**src/rtl/fetch_pkg.sv**
```systemverilog
// Shared types and constants for the instruction fetch unit.
package fetch_pkg;

  localparam int INSTR_W   = 32;
  localparam int PC_INC    = 4;
  localparam int BUF_DEPTH = 2;

  typedef enum logic [1:0] {
    IDLE  = 2'd0,
    REQ   = 2'd1,
    WAIT  = 2'd2,
    FLUSH = 2'd3
  } fetch_state_t;

  // A request may only go out if its response is guaranteed a buffer slot.
  function automatic logic can_issue(input logic [1:0] occupancy, input logic outstanding);
    int total;
    total = int'(occupancy) + int'(outstanding);
    return total < BUF_DEPTH;
  endfunction

endpackage

```
**src/rtl/fetch_buffer.sv**
```systemverilog
// Two-entry {instr, pc} FIFO; push/pop take effect at the clock edge, flush empties it and wins over both.
// Push and pop in the same cycle are legal at any occupancy, so a full buffer can pop and refill at once.
module fetch_buffer
  import fetch_pkg::*;
#(
  parameter int Width = 32
) (
  input  logic               clk,
  input  logic               rst,
  input  logic               flush,
  input  logic               push,
  input  logic [INSTR_W-1:0] push_instr,
  input  logic [Width-1:0]   push_pc,
  input  logic               pop,
  output logic [INSTR_W-1:0] head_instr,
  output logic [Width-1:0]   head_pc,
  output logic [1:0]         count
);

  localparam logic [1:0] FULL = 2'(BUF_DEPTH);

  logic [INSTR_W-1:0] instr_q [BUF_DEPTH];
  logic [Width-1:0]   pc_q    [BUF_DEPTH];
  logic               rd_ptr;
  logic               wr_ptr;
  logic [1:0]         count_q;
  logic               do_push;
  logic               do_pop;

  assign do_pop  = pop && (count_q != 2'd0);
  assign do_push = push && ((count_q != FULL) || do_pop);

  always_ff @(posedge clk) begin
    if (rst) begin
      rd_ptr  <= 1'b0;
      wr_ptr  <= 1'b0;
      count_q <= 2'd0;
      instr_q <= '{default: '0};
      pc_q    <= '{default: '0};
    end else if (flush) begin
      rd_ptr  <= 1'b0;
      wr_ptr  <= 1'b0;
      count_q <= 2'd0;
    end else begin
      if (do_push) begin
        instr_q[wr_ptr] <= push_instr;
        pc_q[wr_ptr]    <= push_pc;
        wr_ptr          <= ~wr_ptr;
      end
      if (do_pop) begin
        rd_ptr <= ~rd_ptr;
      end
      count_q <= count_q + {1'b0, do_push} - {1'b0, do_pop};
    end
  end

  assign head_instr = instr_q[rd_ptr];
  assign head_pc    = pc_q[rd_ptr];
  assign count      = count_q;

endmodule

```
**src/rtl/fetch_unit.sv**
```systemverilog
// Instruction fetch: one outstanding imem request, 2-entry response buffer, redirect flush; response reaches decode
// one cycle later (same cycle when FETCH_BYPASS_EN is defined), and fetching stalls while the buffer cannot take another word.
module fetch_unit
  import fetch_pkg::*;
#(
  parameter int               Width    = 32,
  parameter logic [Width-1:0] RESET_PC = '0
) (
  input  logic               clk,
  input  logic               rst,
  output logic               imem_req_valid,
  output logic [Width-1:0]   imem_req_addr,
  input  logic               imem_req_ready,
  input  logic               imem_rsp_valid,
  input  logic [INSTR_W-1:0] imem_rsp_data,
  output logic               instr_valid,
  output logic [INSTR_W-1:0] instr,
  output logic [Width-1:0]   instr_pc,
  input  logic               instr_ready,
  input  logic               redirect_valid,
  input  logic [Width-1:0]   redirect_pc,
  output logic [Width-1:0]   fetch_pc
);

  fetch_state_t       state;
  logic [Width-1:0]   fetch_pc_q;
  logic [Width-1:0]   req_addr_q;
  logic               req_valid_q;
  logic               kill_q;

  logic               transfer;
  logic               outstanding;
  logic               rsp_accept;
  logic               push;
  logic               pop;
  logic               buf_nonempty;
  logic [1:0]         count;
  logic [INSTR_W-1:0] head_instr;
  logic [Width-1:0]   head_pc;

  assign transfer     = req_valid_q && imem_req_ready;
  assign outstanding  = (state == WAIT) || (state == FLUSH);
  assign rsp_accept   = (state == WAIT) && imem_rsp_valid && !redirect_valid;
  assign buf_nonempty = (count != 2'd0);
  assign pop          = buf_nonempty && instr_ready;

`ifdef FETCH_BYPASS_EN
  logic bypass;

  assign bypass      = rsp_accept && !buf_nonempty;
  assign push        = rsp_accept && !(bypass && instr_ready);
  assign instr_valid = buf_nonempty || bypass;
  assign instr       = bypass ? imem_rsp_data : head_instr;
  assign instr_pc    = bypass ? req_addr_q : head_pc;
`else
  assign push        = rsp_accept;
  assign instr_valid = buf_nonempty;
  assign instr       = head_instr;
  assign instr_pc    = head_pc;
`endif

  fetch_buffer #(
    .Width(Width)
  ) u_buffer (
    .clk       (clk),
    .rst       (rst),
    .flush     (redirect_valid),
    .push      (push),
    .push_instr(imem_rsp_data),
    .push_pc   (req_addr_q),
    .pop       (pop),
    .head_instr(head_instr),
    .head_pc   (head_pc),
    .count     (count)
  );

  // req_addr_q doubles as the pc of the in-flight request until the next issue.
  always_ff @(posedge clk) begin
    if (rst) begin
      state       <= IDLE;
      fetch_pc_q  <= RESET_PC;
      req_addr_q  <= '0;
      req_valid_q <= 1'b0;
      kill_q      <= 1'b0;
    end else begin
      if (redirect_valid) begin
        fetch_pc_q <= redirect_pc;
      end
      case (state)
        IDLE: begin
          if (!redirect_valid && can_issue(count, outstanding)) begin
            state       <= REQ;
            req_valid_q <= 1'b1;
            req_addr_q  <= fetch_pc_q;
          end
        end
        REQ: begin
          if (transfer) begin
            req_valid_q <= 1'b0;
            kill_q      <= 1'b0;
            if (redirect_valid || kill_q) begin
              state <= FLUSH;
            end else begin
              state      <= WAIT;
              fetch_pc_q <= fetch_pc_q + Width'(PC_INC);
            end
          end else if (redirect_valid) begin
            // The request must stay stable, so remember to discard its response.
            kill_q <= 1'b1;
          end
        end
        WAIT: begin
          if (imem_rsp_valid) begin
            state <= IDLE;
          end else if (redirect_valid) begin
            state <= FLUSH;
          end
        end
        FLUSH: begin
          if (imem_rsp_valid) begin
            state <= IDLE;
          end
        end
        default: state <= IDLE;
      endcase
    end
  end

  assign imem_req_valid = req_valid_q;
  assign imem_req_addr  = req_addr_q;
  assign fetch_pc       = fetch_pc_q;

endmodule

```
**config.mk**
```make
export PLATFORM = sky130hd
export DESIGN_NAME = fetch_unit
export DESIGN_NICKNAME = d
export VERILOG_FILES = /design/src/rtl/fetch_pkg.sv /design/src/rtl/fetch_buffer.sv /design/src/rtl/fetch_unit.sv
export SDC_FILE = /design/constraint.sdc
export NUM_CORES = 1
export LEC_CHECK = 0
export CAP_MARGIN = 15
export CORE_ASPECT_RATIO = 0.5
export CORE_UTILIZATION = 32
export CTS_BUF_LIST = sky130_fd_sc_hd__clkbuf_8
export DETAILED_ROUTE_END_ITERATION = 10
export HOLD_SLACK_MARGIN = 0.08
export PLACE_DENSITY = 0.54
export REMOVE_ABC_BUFFERS = 1
export SYNTH_ARGS = -nofsm -noshare
export SYNTH_HDL_FRONTEND = slang
export SYNTH_SLANG_ARGS = --single-unit
export TNS_END_PERCENT = 50
```
**constraint.sdc**
```tcl
create_clock -name clk -period 2.4 [get_ports clk]
set_input_delay 0.6 -clock clk [delete_from_list [all_inputs] [get_ports clk]]
set_output_delay 0.6 -clock clk [all_outputs]
set_load 0.01 [all_outputs]
```
# Word-level counts from Yosys, hierarchy flattened
# Index checks and enable logic that the tools add are counted.
# Widths: inputs -> output; s select.
# totals
output_inout_bits	130
input_bits	70
ff_bits	200
word_cells	81
# op_classes
n_reduce_logical	22
n_eq_ne	8
bitwise_logic	5
order_cmp	4
mux	26
addsub	4
# ops
operator	n
$mux 32	11
$bwmux 64	2
$add 32x3->32 const B	1
$demux 32 s1	1
$mux 2	5
$logic_and 1x1->1	8
$ne 2x2->1 const B	4
$pmux 2 s4	1
$reduce_and 2->1	3
$reduce_bool 2->1	3
$mux 1	5
$eq 2x2->1 const B	2
$ge 2x2->1 const B	2
$not 1->2	2
$reduce_and 4->1	1
$add 2x1->3	1
$logic_or 1x1->1	3
$lt 3x2->1 const B	1
$ne 3x3->1 const B	1
$not 1->1	3
$reduce_and 3->1	1
$add 2x1->2	1
$eq 2x1->1 const B	1
$logic_not 2->1	1
5 further kinds	5

# Logic depth before layout (Yosys ltp)
# Gate-level depths: netlist (run 1).
# depth
word_depth	7
depth_mapped	8
mapped_depth_nobuf	8

# By module
# A second synthesis (run 1) with hierarchy kept.
# unflattened
cells_unflattened	977
hier_area_um2	9457.8
# modules_own_cells
mod	cells_per_inst	instances	seq_area_each_um2	area_per_inst_um2
fetch_buffer	579	1	2642.5	6277.3
fetch_unit	398	1	1361.3	3180.6

# Worst setup path after synthesis (run 1)
# Ideal clock, no wire load.
# synth_path
path_kind	input -> register
start	input port imem_req_ready
end	register fetch_pc_q[27], in the netlist fetch_pc[27]
required_ns	2.326
stages	6
arrival_ns	1.977
n_path_buf	1
setup_time_ns	0.074
setup_slack_ns	0.349
cell_sequence	nand4b_2 -> or3_1 -> clkbuf_1 -> or4_1 -> mux2_2 -> a31oi_1
# synth_via
elab_chain_cells	3
# synth_rtl
element	line	source
start, declared	fetch_unit.sv:13	input logic imem_req_ready,
$logic_and 1x1->1	fetch_unit.sv:41	assign transfer = req_valid_q && imem_req_ready;
$mux 32	fetch_unit.sv:98	if (transfer) begin
$mux 32	fetch_unit.sv:89	case (state)
end signal, assigned	fetch_unit.sv:87	fetch_pc_q <= redirect_pc;
end signal, assigned	fetch_unit.sv:105	fetch_pc_q <= fetch_pc_q + Width'(PC_INC);
end, declared	fetch_unit.sv:26	logic [Width-1:0] fetch_pc_q;
# No other way between the ends.
# A chain may end at the register's enable or synchronous reset.

# Worst setup path in the final report (run 1)
# layout_path
start	register u_buffer.rd_ptr
end	output port instr[19]
# layout_via
elab_chain_cells	4
# layout_rtl
element	line	source
start, declared	fetch_buffer.sv:24	logic rd_ptr;
start signal, assigned	fetch_buffer.sv:51	rd_ptr <= ~rd_ptr;
$not 1->2 (implied by the code)	fetch_buffer.sv:57	assign head_instr = instr_q[rd_ptr];
$mux 32 (implied by the code) (3 in a row)	fetch_buffer.sv:57	
end, declared	fetch_unit.sv:17	output logic [INSTR_W-1:0] instr,
# No other way between the ends. The select of a mux whose other input is x is not followed.

==> impl_metrics.env, run 1 <==
export IMPL_path_max_fanout=6
export IMPL_portBuffers=199
export IMPL_power_density_nw_per_um2=539
export IMPL_synth_edf_count=0
export IMPL_clk_pin_slew_worst_paths_ns=0.10
export IMPL_dieArea_um2=27200
export IMPL_status="complete, no violations"
export IMPL_fin_ws_ns=0.0247
export IMPL_final_hold_violation_count=0
export IMPL_p_clk_share_pct=36.9
export IMPL_wire_per_inst_um=17.5
export IMPL_cts_tree="done"
export IMPL_path_class="reg -> out"
export IMPL_grt_pass1_wl_um=43200
export IMPL_grt_setup_unrepaired="yes"
export IMPL_yosys_area_top_type="dfxtp_1"
export IMPL_ant_nets=0
export IMPL_p_int_mw=4.76
export IMPL_fin_crit_sh_pct=99.0
export IMPL_drt_wl_total_um=28300
export IMPL_core_area_um2=25600
export IMPL_crit_buf_inv=4
export IMPL_cpMaxStageDelayCell="dfxtp_4"
export IMPL_endpoint_kind="primary output"
export IMPL_drive_gt1_share_pct=18.2
export IMPL_slew_limit_headroom_pct=58.9
export IMPL_yosys_top_cells_area="dfxtp_1 (47%), nand2_1 (15%), a21oi_1 (11%), mux2_2 (8.8%), clkbuf_1 (2.8%)"
export IMPL_synth_commonest_cells="nand2_1 (345), dfxtp_1 (200), a21oi_1 (179)"
export IMPL_place_ws_ns=-0.0754
export IMPL_io_pins=200
export IMPL_h_tree_depth=4
export IMPL_yosys_warnings=0
export IMPL_setup_tns_ns=0
export IMPL_avgSynthCellArea_um2=7.98
export IMPL_p_seq_share_pct=54.3
export IMPL_clkLatencyLatePin_ns=0.50
export IMPL_crit_path_start_kind="flip-flop"
export IMPL_async_reset_ff_share_pct=0
export IMPL_peakVddDrop_uv=357
export IMPL_drc_errors=0
export IMPL_grt_overflow_total=0
export IMPL_grt_max_degree=131
export IMPL_yosysTopAreaCellShare_pct=47.2
export IMPL_die_x_um=232
export IMPL_synth_seq_cells=200
export IMPL_cp_top_family="buffers and inverters"
export IMPL_area_growth_pct=39.6
export IMPL_p_switching_mw=1.62
export IMPL_synth_main_ff_cell="dfxtp_1"
export IMPL_root_buffer="clkbuf_8"
export IMPL_grt_pass1_vias=7760
export IMPL_hp_class="in -> reg"
export IMPL_diodes=0
export IMPL_vias=8098
export IMPL_ys_types=44
export IMPL_crit_chain="buf_6, buf_12, buf_6, mux2_2, buf_2"
export IMPL_final_net_count=1336
export IMPL_crit_arrival_ns=1.78
export IMPL_place_hpwl_um=18200
export IMPL_slew_violations=0
export IMPL_combinationalPowerShare_pct=8.8
export IMPL_p_leak_nw=4.27
export IMPL_fin_skew_ns=0.0117
export IMPL_swShare_pct=25.4
export IMPL_clk_path_buf_depth=2
export IMPL_worst_pin_slew_ns=0.617
export IMPL_initialDrtViolationCount=596
export IMPL_cp_common_cell="buf_6"
export IMPL_worstPathRequired_ns=1.80
export IMPL_cpPeakStageDelay_ns=0.44
export IMPL_cts_sinks=200
export IMPL_cts_buffers=17
export IMPL_gp_congestion=0.816
export IMPL_globalRouteTotalUtil_pct=20.7
export IMPL_drt_pass1_iter_count=6
export IMPL_layout_min_cycle_time_ns=2.38
export IMPL_cap_viol_max_count=0
export IMPL_vias_per_cell=5.00
export IMPL_ys_seq_area_share_pct=47.2
export IMPL_postSynthCellCount=1064
export IMPL_start_util_pct=33.2
export IMPL_rows=41
export IMPL_die_h_um=117
export IMPL_antenna_found_initial=0
export IMPL_setup_viol=0
export IMPL_max_freq_ghz=0.421
export IMPL_yosysMostFrequentCell="nand2_1"
export IMPL_synth_area_um2=8490
## worst paths after layout
check	depth (start not counted)	endpoint	startpoint	slack [ns]
hold / removal	2	u_buffer.wr_ptr	redirect_valid	0.42
setup reg to reg	6	fetch_pc[21]	fetch_pc[10]	0.37
hold reg to reg	2	u_buffer.pc_q[31]	u_buffer.pc_q[31]	0.46
setup / recovery	5	instr[19]	u_buffer.rd_ptr	0.02
## sequential cells by signal, summed over array words and instances, names as in the netlist
| name | flops |
|---|---|
| fetch_pc | 32 |
| imem_req_addr | 32 |
| imem_req_valid | 1 |
| kill_q | 1 |
| state | 2 |
| u_buffer.count | 2 |
| u_buffer.instr_q | 64 |
| u_buffer.pc_q | 64 |
| u_buffer.rd_ptr | 1 |
| u_buffer.wr_ptr | 1 |
## cells by family (layout without fill, tap and decap cells)
group / Yosys count / after routing / share of synthesized area, %
AO/OA/AOI/OAI: 229 / 229 / 14.8
XOR/XNOR: 7 / 7 / 0.722
adder cells (fa/ha/maj): 3 / 3 / 0.442
buffers and inverters: 89 / 301 / 4.13
flip-flops: 200 / 200 / 47.2
multiplexers: 78 / 78 / 10.2
AND/OR/NAND/NOR: 458 / 458 / 22.6
## through the flow
stage	std cells	cell area (µm²)	hold WS [ns]	power, mW	util, %
after floorplan	985	8180	0.427	3.69	-
after global placement	1567	11100	0.437	4.10	43.2
after detailed placement	1567	11100	0.443	4.10	43.2
after CTS	1621	11800	0.366	6.46	46.2
after global routing	1620	11900	0.394	6.66	46.3
final	1620	11900	0.416	6.38	46.3
## power groups by stage
| stage | logic (mW) | registers [mW] | clock network (mW) |
|---|---|---|---|
| global placement | 0.560 | 3.54 | 0 |
| CTS | 0.567 | 3.46 | 2.43 |
| detailed placement | 0.563 | 3.54 | 0 |
| global route | 0.609 | 3.48 | 2.58 |
| finish | 0.563 | 3.46 | 2.36 |
| floorplan | 0.140 | 3.55 | 0 |
## repair_timing
action                     4_1_cts  5_1_grt
buffers inserted                17        2
gates cloned                     5        1
hold buffers                     0        0
setup endpoints to repair       64       49
resized for setup              315       23
## metal layers
layer / global-route usage, % / part of all wire [%]
met1: 26.2 / 45
met2: 36.0 / 50
met3: 4.19 / 3.8
met4: 5.44 / 1.1
met5: 0 / 0
## final cells by class
| cell class | count | area [µm²] |
|---|---|---|
| Multi-Input combinational cell | 775 | 4270 |
| Fill cell | 2486 | 13700 |
| Clock inverter | 13 | 169 |
| Inverter | 10 | 37.5 |
| Clock buffer | 19 | 262 |
| Timing Repair Buffer | 259 | 2680 |
| Tap cell | 344 | 430 |
| Sequential cell | 200 | 4010 |
## layout by cell type (no fill, tap or decap), types with 13 or more instances in the layout
master           synthesis  routed
nand2_1                345     344
clkdlybuf4s50_1          0     133
nor2_1                  32      32
buf_12                   0      15
nor3_1                  14      14
clkbuf_8                 0      19
mux2_4                   0      31
dfxtp_1                200     199
a21oi_1                179     179
nand3_1                 16      16
buf_2                   13      23
buf_4                    0      34
buf_6                    0      43
mux2_2                  66      35
o21ai_0                 13      13
Power figures use the tool's default switching activity.
==> run 2, diff against run 1 <==
- PLACE_DENSITY: 0.54 -> 0.52
==> run 2 against run 1 <==
  * The run now ends with setup timing left
  * Final cell count decreased by 0.99%
  * Via count is 0.62% lower
  * Critical path depth shrank 2
  * Routed wire length decreased by 4.3%
  * Sequential power barely moved
  * Clock skew fell by 0.0030 ns
  * Global-route usage is 0.78 points lower
  * Register-to-register slack better by 0.02 ns
  * Sequential share of layout area grew 1.0 points
  * Worst hold slack better by 0.0022 ns
  * Die area is the same
  * Clock power up 9.7%
  * Highest routed layer unchanged
==> impl_metrics.env, run 2 (same netlist as run 1, synthesis figures left out) <==
export IMPL_status="finished with violations"
export IMPL_failed_checks="setup timing"
export IMPL_h_tree_depth=4
export IMPL_p_leak_nw=4.19
export IMPL_fin_hold_ws_ns=0.418
export IMPL_path_max_fanout=31
export IMPL_layout_min_cycle_time_ns=2.43
export IMPL_die_h_um=117
export IMPL_grt_overflow_total=0
export IMPL_clk_path_buf_depth=2
export IMPL_antenna_found_initial=1
export IMPL_portBuffers=199
export IMPL_fin_skew_ns=0.00873
export IMPL_top_regs="u_buffer.instr_q: 64 flops, u_buffer.pc_q: 64 flops"
export IMPL_final_common_cell="nand2_1"
export IMPL_rows=41
export IMPL_path_class="reg -> out"
export IMPL_drc_errors=0
export IMPL_peakVddDrop_uv=385
export IMPL_drive_gt1_share_pct=14.0
export IMPL_fin_ws_ns=-0.0292
export IMPL_vias=8048
export IMPL_root_buffer="clkbuf_8"
export IMPL_vias_per_cell=5.02
export IMPL_fin_crit_sh_pct=101
export IMPL_final_cell_mix="nand2_1 (344), dfxtp_1 (199), a21oi_1 (179)"
export IMPL_clk_pin_slew_worst_paths_ns=0.10
export IMPL_cts_sinks=200
export IMPL_dieArea_um2=27200
export IMPL_gp_congestion=0.806
export IMPL_setup_tns_ns=-0.262
export IMPL_clkLatencyLatePin_ns=0.50
export IMPL_final_hold_violation_count=0
export IMPL_grt_setup_unrepaired="yes"
export IMPL_initialDrtViolationCount=384
export IMPL_crit_arrival_ns=1.83
export IMPL_wire_per_inst_um=16.9
export IMPL_slew_limit_headroom_pct=55.2
export IMPL_slew_violations=0
export IMPL_final_net_count=1319
export IMPL_ant_nets=0
export IMPL_place_ws_ns=-0.143
export IMPL_cts_tree="done"
export IMPL_die_x_um=232
export IMPL_crit_path_start_kind="flip-flop"
export IMPL_grt_pass1_vias=7621
export IMPL_endpoint_kind="primary output"
export IMPL_cap_viol_max_count=0
export IMPL_globalRouteTotalUtil_pct=19.9
export IMPL_max_freq_ghz=0.412
export IMPL_worstPathRequired_ns=1.80
export IMPL_power_density_nw_per_um2=576
export IMPL_drt_wl_total_um=27100
export IMPL_drt_pass1_iter_count=5
export IMPL_hp_class="in -> reg"
export IMPL_fillCellCount=2551
export IMPL_worst_pin_slew_ns=0.672
export IMPL_place_hpwl_um=18500
export IMPL_grt_pass1_wl_um=41800
export IMPL_setup_viol=22
export IMPL_core_area_um2=25600
export IMPL_io_pins=200
export IMPL_grt_max_degree=136
export IMPL_ctsHoldBuffers=0
export IMPL_area_growth_pct=35.5
export IMPL_start_util_pct=33.2
export IMPL_cts_buffers=17
==> run 2: changes by cell type in the layout (fill, tap and decap cells not counted), moves of 5 or more <==
cell and delta:
dlygate4sd2_1 +33, buf_6 -42, mux2_4 -26, buf_12 -5, mux2_2 +26, clkdlybuf4s15_1 +5
clkdlybuf4s15_2 +10, buf_2 -14
==> run 2: final timing paths <==
kind                        start                   end  slack, ns  depth (start not counted)
min                           rst        imem_req_valid       0.42                          2
max               u_buffer.rd_ptr              instr[7]      -0.03                          3
max reg2reg           fetch_pc[4]          fetch_pc[16]       0.39                          5
min reg2reg  u_buffer.instr_q[45]  u_buffer.instr_q[45]       0.45                          2
==> run 2: through the flow <==
| stage | area (µm²) | total power [mW] | instances | utilization, % |
|---|---|---|---|---|
| after global placement | 11100 | 4.11 | 1571 | 43.3 |
| final | 11500 | 6.62 | 1604 | 45.0 |
| after detailed placement | 11100 | 4.11 | 1571 | 43.3 |
| after CTS | 11500 | 6.71 | 1603 | 45.0 |
| after global routing | 11500 | 6.89 | 1604 | 45.0 |
| after floorplan | 8180 | 3.69 | 985 | - |
==> run 2: cell type report <==
| class | count | area [µm²] | area share [%] |
|---|---|---|---|
| inverters | 10 | 37.5 | 0.326 |
| diodes | 1 | 2.50 | 0.0217 |
| well taps | 344 | 430 | 3.74 |
| clock buffers | 22 | 303 | 2.63 |
| clock inverters | 10 | 188 | 1.63 |
| flip-flops and latches | 200 | 4010 | 34.8 |
| multi-input cells | 775 | 4180 | 36.3 |
| repair buffers | 242 | 2360 | 20.5 |
==> run 2: timing repair <==
item                                    CTS  global route
gates resized for setup                 116            12
gates cloned                              0             0
endpoints found under the setup margin   64            56
setup buffers                             0             0
==> run 2: layer usage <==
layer	vias to the layer above	part of all wire (%)	track usage (%)
met5	-	0	0
met4	0	1.7	6.45
met3	27	3.4	4.02
met2	157	49	34.3
met1	3889	46	25.1
li1	3975	-	-
==> run 2: critical path: stages, from the launching register on <==
cell	delay [ns]
dfxtp_4	0.39
buf_12	0.21
mux2_2	0.38
dlygate4sd2_1	0.29
==> run 2: where the power goes <==
| part | leakage (nW) | switching [mW] | internal, mW | total [mW] |
|---|---|---|---|---|
| clock | 0.253 | 1.21 | 1.39 | 2.59 |
| sequential | 1.62 | 0.0863 | 3.38 | 3.46 |
| combinational | 2.31 | 0.279 | 0.289 | 0.568 |
| total | 4.19 | 1.57 | 5.05 | 6.62 |
==> run 3, diff against run 2 <==
- RECOVER_POWER: default -> 25
==> run 3 against run 2 <==
  * The flow still finishes with violations (setup timing)
  * Core utilization decreased by 0.25 points
  * Worst hold slack better by 0.036 ns
  * Non-clock buffer count unchanged
  * Final cell count is the same
  * Critical endpoint unchanged
  * Largest cell class unchanged
  * Sequential power is essentially flat
  * Sequential share of layout area grew 0.19 points
  * Sequential cell count did not move
==> impl_metrics.env, run 3 (same netlist as run 1, synthesis figures left out) <==
export IMPL_status="finished with violations"
export IMPL_failed_checks="setup timing"
export IMPL_top_regs="u_buffer.instr_q: 64 flops, u_buffer.pc_q: 64 flops"
export IMPL_final_seq_area_um2=4010
export IMPL_antenna_found_initial=1
export IMPL_cts_buffers=17
export IMPL_final_cell_mix="nand2_1 (344), dfxtp_1 (199), a21oi_1 (179)"
export IMPL_layout_min_cycle_time_ns=2.43
export IMPL_clkLatencyLatePin_ns=0.50
export IMPL_multi_input_area_um2=4160
export IMPL_stdcell_area_um2=11400
export IMPL_path_max_fanout=31
export IMPL_setup_viol=25
export IMPL_grt_overflow_total=0
export IMPL_cts_tree="done"
export IMPL_fillCellCount=2565
export IMPL_grt_pass1_vias=7621
export IMPL_gp_congestion=0.806
export IMPL_crit_arrival_ns=1.83
export IMPL_ant_nets=0
export IMPL_final_net_count=1319
export IMPL_fin_ws_ns=-0.0346
export IMPL_peakVddDrop_uv=384
export IMPL_placedInstanceArea_um2=11100
export IMPL_die_h_um=117
export IMPL_wire_per_inst_um=16.9
export IMPL_clk_path_buf_depth=2
export IMPL_io_pins=200
export IMPL_crit_path_start_kind="flip-flop"
export IMPL_die_x_um=232
export IMPL_rows=41
export IMPL_final_hold_violation_count=0
export IMPL_fin_skew_ns=0.0103
export IMPL_start_util_pct=33.2
export IMPL_grt_pass1_wl_um=41800
export IMPL_drc_errors=0
export IMPL_vias=8026
export IMPL_final_common_cell="nand2_1"
export IMPL_power_density_nw_per_um2=578
export IMPL_path_class="reg -> out"
export IMPL_vias_per_cell=5.00
export IMPL_worst_pin_slew_ns=0.999
export IMPL_endpoint_kind="primary output"
export IMPL_fin_crit_sh_pct=101
export IMPL_globalRouteTotalUtil_pct=19.9
export IMPL_portBuffers=199
export IMPL_h_tree_depth=4
export IMPL_cts_sinks=200
export IMPL_max_freq_ghz=0.411
export IMPL_dieArea_um2=27200
export IMPL_post_cts_setup_buffers=0
export IMPL_drt_wl_total_um=27100
export IMPL_area_growth_pct=34.8
export IMPL_hp_class="reg -> reg"
export IMPL_worstPathRequired_ns=1.80
export IMPL_place_hpwl_um=18500
export IMPL_clk_pin_slew_worst_paths_ns=0.10
export IMPL_slew_violations=0
export IMPL_root_buffer="clkbuf_8"
export IMPL_place_inst=1571
export IMPL_p_leak_nw=4.16
export IMPL_stdcell_count=1604
export IMPL_initialDrtViolationCount=412
export IMPL_grt_max_degree=136
export IMPL_core_area_um2=25600
export IMPL_grt_setup_unrepaired="yes"
export IMPL_slew_limit_headroom_pct=33.4
export IMPL_drive_gt1_share_pct=13.3
export IMPL_drt_pass1_iter_count=5
export IMPL_cap_viol_max_count=0
[run 3: metal layers]
layer | wire length, µm | global-route usage, %
met5 | 0 | 0
met3 | 883 | 4.02
met4 | 471 | 6.45
met1 | 12300 | 25.1
met2 | 13400 | 34.3
[run 3: critical path: stages, from the launching register on]
cell and delay (ns):
dfxtp_4 0.39, buf_12 0.21, mux2_2 0.38, dlygate4sd2_1 0.29
[run 3: path summary, 6_finish.rpt]
| check | from | endpoint | slack [ns] | depth (start not counted) |
|---|---|---|---|---|
| max | u_buffer.rd_ptr | instr[7] | -0.03 | 3 |
| min | u_buffer.instr_q[45] | u_buffer.instr_q[45] | 0.45 | 2 |
| max reg2reg | state[1] | u_buffer.instr_q[10] | 0.32 | 7 |
| min reg2reg | u_buffer.instr_q[45] | u_buffer.instr_q[45] | 0.45 | 2 |
[run 3: layout make-up]
cell class | instances | share of cell area [%]
well taps | 344 | 3.76
repair buffers | 242 | 20.2
flip-flops and latches | 200 | 35.0
clock buffers | 22 | 2.65
clock inverters | 10 | 1.64
multi-input cells | 775 | 36.4
inverters | 10 | 0.328
diodes | 1 | 0.0219
[run 3: what timing repair did]
item	in CTS	in global routing
endpoints found under the setup margin	64	56
hold buffers	0	0
resized for setup	116	12
[run 3: power breakdown]
part / internal [mW] / total [mW] / switching [mW]
registers: 3.38 / 3.46 / 0.0854
clock network: 1.39 / 2.60 / 1.21
logic: 0.283 / 0.561 / 0.279
total: 5.05 / 6.62 / 1.57
[run 3: through the flow]
step	hold WS (ns)	power, mW	worst slack [ns]	utilization [%]	TNS, ns
6_report	0.454	6.62	-0.0346	44.7	-0.395
5_1_grt	0.470	6.88	-0.110	44.7	-4.39
4_1_cts	0.382	6.71	-0.0735	45.0	-1.84
3_5_place_dp	0.444	4.11	-0.143	43.3	-0.858
3_3_place_gp	0.438	4.11	-0.131	43.3	-0.623
2_1_floorplan	0.427	3.69	-1.15	-	-140.46
